==> src/rtl/window_feeder.sv <==
// window_feeder: serialises a column-major pixel stream into the data_matrix sliding-window register.
// Define WINDOW_FEEDER_ZERO_PAD_EN to add (KERNEL_WIDTH-1)/2 zero columns before and after each row.
module window_feeder #(
    parameter int DATA_WIDTH   = 8,
    parameter int ROW_WIDTH    = 5,
    parameter int COL_HEIGHT   = 3,
    parameter int KERNEL_WIDTH = 3
) (
    input  logic                  clk,
    input  logic                  arst_n,
    input  logic                  start,
    input  logic                  in_valid,
    input  logic [DATA_WIDTH-1:0] in_data,
    output logic                  in_ready,
    output logic                  processing,
    output logic                  shifting_enable,
    output logic [DATA_WIDTH-1:0] shifting_data,
    output logic                  parallel_load_en,
    output logic                  window_valid,
    output logic                  done
);

`ifdef WINDOW_FEEDER_ZERO_PAD_EN
    localparam int PAD = (KERNEL_WIDTH - 1) / 2;
`else
    localparam int PAD = 0;
`endif
    localparam int TOTAL_COLS = ROW_WIDTH + 2 * PAD;
    localparam int ROW_W      = $clog2(COL_HEIGHT + 1);
    localparam int COL_W      = $clog2(TOTAL_COLS + 1);
    localparam logic [ROW_W-1:0] LAST_ROW = ROW_W'(COL_HEIGHT - 1);
    localparam logic [COL_W-1:0] LAST_COL = COL_W'(TOTAL_COLS - 1);
    localparam logic [COL_W-1:0] KW       = COL_W'(KERNEL_WIDTH);

    typedef enum logic [2:0] {
        S_IDLE,
        S_SHIFT,
`ifdef WINDOW_FEEDER_ZERO_PAD_EN
        S_PAD,
`endif
        S_LOAD,
        S_DONE
    } state_t;

    state_t                  state_q, state_d;
    logic [ROW_W-1:0]        row_cnt, row_d;
    logic [COL_W-1:0]        col_cnt, col_d, col_inc;
    logic                    proc_d, se_d, ple_d, wv_d, done_d, advance;
    logic [DATA_WIDTH-1:0]   sd_d;
    state_t                  first_state, next_col_state;

`ifdef WINDOW_FEEDER_ZERO_PAD_EN
    function automatic logic is_pad_col(input logic [COL_W-1:0] c);
        return (c < COL_W'(PAD)) || (c >= COL_W'(PAD + ROW_WIDTH));
    endfunction

    assign first_state    = is_pad_col('0) ? S_PAD : S_SHIFT;
    assign next_col_state = is_pad_col(col_inc) ? S_PAD : S_SHIFT;
`else
    assign first_state    = S_SHIFT;
    assign next_col_state = S_SHIFT;
`endif

    assign col_inc  = col_cnt + COL_W'(1);
    assign in_ready = (state_q == S_SHIFT);

    always_ff @(posedge clk or negedge arst_n) begin
        if (!arst_n) begin
            state_q          <= S_IDLE;
            row_cnt          <= '0;
            col_cnt          <= '0;
            processing       <= 1'b0;
            shifting_enable  <= 1'b0;
            shifting_data    <= '0;
            parallel_load_en <= 1'b0;
            window_valid     <= 1'b0;
            done             <= 1'b0;
        end else begin
            state_q          <= state_d;
            row_cnt          <= row_d;
            col_cnt          <= col_d;
            processing       <= proc_d;
            shifting_enable  <= se_d;
            shifting_data    <= sd_d;
            parallel_load_en <= ple_d;
            window_valid     <= wv_d;
            done             <= done_d;
        end
    end

    // A column is shifted one pixel per cycle, then committed by a single load cycle.
    always_comb begin
        state_d = state_q;
        row_d   = row_cnt;
        col_d   = col_cnt;
        proc_d  = processing;
        se_d    = 1'b0;
        sd_d    = '0;
        ple_d   = 1'b0;
        wv_d    = 1'b0;
        done_d  = 1'b0;
        advance = 1'b0;

        case (state_q)
            S_IDLE: begin
                row_d  = '0;
                col_d  = '0;
                proc_d = start;
                if (start) begin
                    state_d = first_state;
                end
            end
            S_SHIFT: begin
                if (in_valid) begin
                    se_d    = 1'b1;
                    sd_d    = in_data;
                    advance = 1'b1;
                end
            end
`ifdef WINDOW_FEEDER_ZERO_PAD_EN
            S_PAD: begin
                se_d    = 1'b1;
                advance = 1'b1;
            end
`endif
            S_LOAD: begin
                ple_d = 1'b1;
                col_d = col_inc;
                wv_d  = (col_inc >= KW);
                if (col_cnt == LAST_COL) begin
                    state_d = S_DONE;
                end else begin
                    state_d = next_col_state;
                end
            end
            S_DONE: begin
                done_d  = 1'b1;
                row_d   = '0;
                col_d   = '0;
                state_d = S_IDLE;
            end
            default: begin
                state_d = S_IDLE;
            end
        endcase

        if (advance) begin
            if (row_cnt == LAST_ROW) begin
                row_d   = '0;
                state_d = S_LOAD;
            end else begin
                row_d = row_cnt + ROW_W'(1);
            end
        end
    end

endmodule

==> config.mk <==
export PLATFORM = sky130hd
export DESIGN_NAME = window_feeder
export DESIGN_NICKNAME = d
export VERILOG_FILES = /design/src/rtl/window_feeder.sv
export SDC_FILE = /design/constraint.sdc
export NUM_CORES = 1
export LEC_CHECK = 0
export CORE_ASPECT_RATIO = 1.1
export CORE_MARGIN = 8
export CORE_UTILIZATION = 35
export CTS_CLUSTER_DIAMETER = 50
export DETAILED_ROUTE_END_ITERATION = 10
export GPL_ROUTABILITY_DRIVEN = 0
export MAX_ROUTING_LAYER = met4
export SYNTH_ARGS = -nofsm -noshare
export SYNTH_HDL_FRONTEND = slang
export SYNTH_SLANG_ARGS = --single-unit
==> constraint.sdc <==
create_clock -name clk -period 1.45 [get_ports clk]
set_input_delay 0.2175 -clock clk [delete_from_list [all_inputs] [get_ports clk]]
set_output_delay 0.2175 -clock clk [all_outputs]
set_load 0.02 [all_outputs]
==> flow_summary.yaml, run 1 <==
power_and_ir_drop:
  p_leak_uw: 0.000619
  power_density_mw_per_mm2: 849
  ir_worst_vdd_uv: 455
clocking:
  cts_tree: "built"
  worstSkewPairLatency_ns: 0.31
  cts_buffer_depth: 2
  post-cts-setup-buffers: 0
  clkSlewWorstSetupHoldPaths_ns: 0.11
  hold_buffers: 0
  numCtsBuffers: 3
  root_buffer: "clkbuf_4"
  cts.sinks: 21
  htree_levels: 1
drt:
  wl_per_cell_um: 13.2
  dr_total_vias: 652
  drtIter0Drc: 22
  vias_per_cell: 4.66
  met2_length_um: 811
  firstDrtPassIters: 2
  ant_nets: 0
  topRoutingLayerUsed: "met4"
  route.met3.wl_um: 124
  route.layer.met1.wl_um: 883
  routed_wl_um: 1840
  drc: 0
sta:
  finalSetupTns_ns: 0
  hold_viol: 0
  skew_ns: 0.00710
  layout_setup_ws_ns: 0.142
  setup_viol_count_final: 0
  slew_viol_final: 0
  post-route-period-util_pct: 90.2
  rsz0062_at_grt: "no"
  period_minus_slack_ns: 1.31
  fmax_mhz: 764
setup_path:
  timing.rr.start: "state_q[0]"
  reg2reg_setup_slack_ns: 0.21
  cp_data_arrival_time_ns: 1.09
  worst_setup_path_end_kind: "primary output"
  cp_max_fo: 2
  r2r_cells: 3
  worstSetupStartpointType: "register"
  crit_type: "reg2out"
  cp.required_ns: 1.23
  crit_path_start: "state_q[1]"
  timing.rr.end: "processing"
synthesis:
  synth_nets: 88
  synth.top_cell.area_share_pct: 59.9
  synth_most_common_cell: "dfrtp_1"
  synth-compound-area-share_pct: 11.4
  synthTopCellsByCount: "dfrtp_1 (21), and2_1 (8), o21ai_0 (7)"
  ys.flop_type: "dfrtp_1"
  synth-adder-area-share_pct: 4.28
  yosysSeqAreaShare_pct: 59.9
  yosysTopAreaCell: "dfrtp_1"
  synth_edf_count: 0
  synthDistinctLibCells: 27
  yosys_warnings: 0
  synth_cells: 73
  synth_area_sq_um: 877
  synth_top_family_by_area: "simple AND/OR/NAND/NOR gates"
  ys_ff_latch: 21
  synth_simple_gate_area_share_pct: 18.7
  async_reset_ff_share_pct: 100
  avgSynthCellArea_sq_um: 12.0
  synth_area_leaders: "dfrtp_1 (60%), and2_1 (5.7%), ha_1 (4.3%)"
  synth_xor_area_share_pct: 0.999
  synthMuxAreaShare_pct: 2.43
final_layout:
  diodes: 0
  multi_input_area_sq_um: 335
  seq_area_sq_um: 526
  drive_above_1_share_pct: 14.7
  final_nets: 125
  nFillCells: 235
  syn2layout_area_growth_pct: 39.8
  fin_cells: 140
global_route:
  grt_pass1_vias: 683
  grt_overflow: 0
  antenna_found_initial: 0
  grt_pass1_wl_um: 3280
  grt_usage_pct: 9.89
  grt_max_degree: 22
floorplanning:
  rows: 19
  die_y_um: 68.5
  start_util_pct: 35.8
  die_w_um: 63.7
  dieArea_sq_mm: 0.00437
  ios: 26
  core_sq_mm: 0.00245
job:
  maxCapViolations: 0
placed_design:
  io_buffers: 25
  dp_hpwl_um: 1380
  place_inst: 136
  dpl_worst_slack_ns: 0.0159
worst_hold_path:
  min-delay-path-class: "in2async"
outcome:
  status: "complete, no violations"
==> critical path: stages (launching register included) <==
cell and delay (ns):
dfrtp_1 0.40, nand2b_4 0.14, nor2_1 0.07, buf_2 0.17
==> where the power goes <==
| group | switching [uW] | internal, uW | leakage [uW] |
|---|---|---|---|
| Combinational | 70.2 | 74.1 | 0.000318 |
| Sequential | 10.9 | 604 | 0.000286 |
| Clock | 175 | 108 | 0.0000150 |
| Total | 256 | 786 | 0.000619 |
==> cell families (layout without fill, tap and decap cells) <==
kind of cell    after synthesis  count (layout)
simple gates                 24              24
buf+inv                       4              40
other cells                   1               1
mux                           2               2
compound gates               17              17
fa+ha+maj                     3               3
xor+xnor                      1               1
flops                        21              21
==> cells in the final DEF, fill, tap and decap left out <==
master,n
nor4bb_1,1
nand2_1,3
o31ai_1,1
buf_2,1
a21boi_0,1
o21bai_1,1
o21ai_0,7
mux2_2,1
buf_4,8
o21ai_1,1
nor3b_2,1
nand2b_1,1
nand2b_4,1
xnor2_1,1
dlygate4sd2_1,13
a21oi_1,4
dfrtp_1,21
nor2_1,3
clkbuf_4,3
nor2b_1,3
conb_1,1
nor3_1,1
a21o_1,1
clkdlybuf4s50_1,11
ha_1,3
mux2i_1,1
inv_1,3
nor4b_1,1
a32o_1,1
nor3_4,1
clkbuf_1,1
and2_1,8
==> how the worst max path moves through the flow <==
| stage | to | cells after the start |
|---|---|---|
| after floorplan | in_ready | 2 |
| after global placement | in_ready | 3 |
| after detailed placement | in_ready | 3 |
| after CTS | in_ready | 3 |
| after global routing | in_ready | 3 |
| final | in_ready | 3 |
==> routing by layer <==
layer,vias up,GRT usage [%]
met3,2,3.39
met4,0,4.18
met2,27,15.5
met1,303,11.5
met5,-,-
li1,320,-
==> sequential cells by signal, indices dropped and copies added, names as in the netlist <==
name and flops:
window_valid 1, shifting_enable 1, shifting_data 8, col_cnt 3, row_cnt 2, state_q 3
parallel_load_en 1, processing 1, done 1
==> stage by stage <==
step | hold slack [ns] | utilization, % | total power (uW) | area, sq um
final | 0.239 | 50.1 | 1040 | 1230
after global placement | 0.497 | 49.9 | 780 | 1220
after CTS | 0.253 | 50.3 | 1060 | 1230
after floorplan | -0.0781 | - | 688 | 877
after detailed placement | 0.500 | 49.9 | 782 | 1220
after global routing | 0.273 | 50.1 | 1090 | 1230
==> what timing repair did <==
item / CTS / global route
pin swaps: 0 / 0
endpoints found under the setup margin: 14 / 1
gates resized for setup: 16 / 1
==> area by class of cell <==
class | instances | area share [%]
inverters | 3 | 0.918
well taps | 31 | 3.16
multi-input cells | 48 | 27.3
flip-flops and latches | 21 | 42.9
repair buffers | 33 | 23.6
clock buffers | 4 | 2.14
No activity file was read; power rests on OpenSTA's default activity.
==> run 2, diff against run 1 <==
--- a/config.mk
+++ b/config.mk
@@ -5,13 +5,14 @@
 export SDC_FILE = /design/constraint.sdc
 export NUM_CORES = 1
 export LEC_CHECK = 0
-export CORE_ASPECT_RATIO = 1.1
 export CORE_MARGIN = 8
-export CORE_UTILIZATION = 35
+export CORE_UTILIZATION = 45
 export CTS_CLUSTER_DIAMETER = 50
 export DETAILED_ROUTE_END_ITERATION = 10
 export GPL_ROUTABILITY_DRIVEN = 0
 export MAX_ROUTING_LAYER = met4
+export PLACE_DENSITY = 0.77
+export SETUP_SLACK_MARGIN = 0.4
 export SYNTH_ARGS = -nofsm -noshare
 export SYNTH_HDL_FRONTEND = slang
 export SYNTH_SLANG_ARGS = --single-unit
==> run 2 against run 1 <==
Effect of this change: sequential cell count did not move; sequential share of layout area fell by 4.9 points; via count rose by 3.4%; cell area rose by 13%; critical path type is now reg2reg; critical endpoint is now state_q[0]; utilization rose by 23 points; sequential power rose by 1%; worst hold slack improved by 0.0043 ns; highest routed layer unchanged.
==> flow_summary.yaml, run 2 (synthesized netlist as in run 1, its figures left out) <==
power_and_ir_drop:
  ir_worst_vdd_uv: 522
  pwr-share-seq_pct: 56.8
  p_sw_share_pct: 25.2
  pwr-share-comb_pct: 17.8
  intPower_uw: 818
  switchingPower_uw: 275
  clkPwrFrac_pct: 25.4
  p_leak_uw: 0.000642
  power_density_mw_per_mm2: 786
clocking:
  cts.sinks: 21
  cts_buffer_depth: 2
  clkSlewWorstSetupHoldPaths_ns: 0.11
  numCtsBuffers: 3
  worstSkewPairLatency_ns: 0.30
  htree_levels: 1
  hold_buffers: 0
  root_buffer: "clkbuf_4"
  cts_tree: "built"
job:
  maxCapViolations: 0
worst_hold_path:
  min-delay-path-class: "in2async"
floorplanning:
  core_sq_mm: 0.00190
  die_y_um: 60.2
  dieArea_sq_mm: 0.00362
  die_w_um: 60.2
  start_util_pct: 46.1
  rows: 16
  ios: 26
global_route:
  antenna_found_initial: 0
  grt_usage_pct: 11.5
  grt_max_degree: 22
  grt_pass1_vias: 681
  grt_pass1_wl_um: 3040
  grt_overflow: 0
  use_met3_pct: 2.80
  use_met2_pct: 19.8
  grt.busiest_layer: "met2"
  grtUsageMet1_pct: 12.1
setup_path:
  worstSetupStartpointType: "register"
  r2r_cells: 6
  worst_setup_path_end_kind: "register"
  timing.rr.start: "state_q[1]"
  crit_type: "reg2reg"
  crit_path_start: "state_q[1]"
  cp.required_ns: 1.68
  cp_data_arrival_time_ns: 1.51
  reg2reg_setup_slack_ns: 0.17
  cp_max_fo: 3
  timing.rr.end: "state_q[0]"
final_layout:
  top_regs: "shifting_data x8, col_cnt x3, state_q x3"
  largest_register: "shifting_data"
  fin_cells: 141
  syn2layout_area_growth_pct: 58.6
  multi_input_area_sq_um: 410
  diodes: 0
  final_nets: 130
  seq_area_sq_um: 528
  final_common_cell: "dfrtp_1"
  drive_above_1_share_pct: 43.0
  nFillCells: 128
  layout_common_cells: "dfrtp_1 (19), buf_6 (18), clkdlybuf4s50_1 (11), buf_4 (9), and2_1 (8)"
  final_area_sq_mm: 0.00139
  largest_reg_flops: 8
drt:
  routed_wl_um: 1910
  dr_total_vias: 674
  ant_nets: 0
  drc: 0
  drtIter0Drc: 9
  vias_per_cell: 4.78
  wl_per_cell_um: 13.6
  firstDrtPassIters: 4
sta:
  skew_ns: 0.000676
  setup_viol_count_final: 0
  finalSetupTns_ns: 0
  post-route-period-util_pct: 88.4
  rsz0062_at_grt: "yes"
  slew_viol_final: 0
  period_minus_slack_ns: 1.28
  layout_setup_ws_ns: 0.168
  fmax_mhz: 780
  hold_viol: 0
placed_design:
  dpl_worst_slack_ns: 0.0317
  dp_hpwl_um: 1350
  io_buffers: 25
  dpl_cell_area_sq_mm: 0.00123
  place_inst: 132
outcome:
  status: "complete, no violations"
-- run 2: changes by cell type in the layout (fill, tap and decap cells not counted), sizes merged --
cell	before	now
buf	9	27
dlygate4sd2	13	0
clkbuf	4	3
clkinv	0	1
-- run 2: critical path: stages, from the launching register on --
cell and delay (ns):
dfrtp_1 0.40, nand2b_4 0.15, buf_4 0.13, buf_6 0.11
buf_4 0.13, a21o_1 0.15, a21oi_1 0.13
-- run 2: timing repair --
| action | in CTS | in global routing |
|---|---|---|
| buffers inserted | 4 | 1 |
| pin swaps | 3 | 3 |
| setup endpoints to repair | 30 | 33 |
| gates resized for setup | 98 | 9 |
-- run 2: how the worst max path moves through the flow --
stage | to | slack (ns) | cells past startpoint
floorplan | processing | 0.39 | 2
global placement | in_ready | 0.07 | 3
detailed placement | shifting_data[5] | 0.03 | 5
CTS | in_ready | 0.17 | 3
global route | state_q[0] | 0.13 | 6
finish | state_q[0] | 0.17 | 6
-- run 2: metrics by stage --
stage	hold slack (ns)	utilization (%)	total power [uW]
floorplan	-0.0781	-	695
global placement	0.500	64.7	784
detailed placement	0.508	64.7	788
CTS	0.243	71.3	1090
global route	0.261	73.2	1150
finish	0.243	73.2	1090
-- run 2: cell type report --
class / instances / share of cell area [%]
clock buffer: 3 / 1.62
clock inverter: 1 / 0.360
inverter: 3 / 0.809
multi-input combinational: 48 / 29.5
sequential: 21 / 37.9
tap: 27 / 2.43
timing repair buffer: 38 / 27.3
-- run 2: per-layer routing --
layer	wire [um]	share of wire, %	up-vias
met2	1090	57	12
met1	735	38	331
met5	0	0	-
met4	24	1.3	0
met3	62	3.2	2
li1	-	-	329
-- run 2: power by group through the flow --
stage / Clock [uW] / Sequential, uW / Combinational [uW]
after detailed placement: 0 / 629 / 159
after CTS: 288 / 621 / 184
after global routing: 321 / 624 / 207
after floorplan: 0 / 646 / 48.5
after global placement: 0 / 628 / 156
final: 278 / 621 / 194
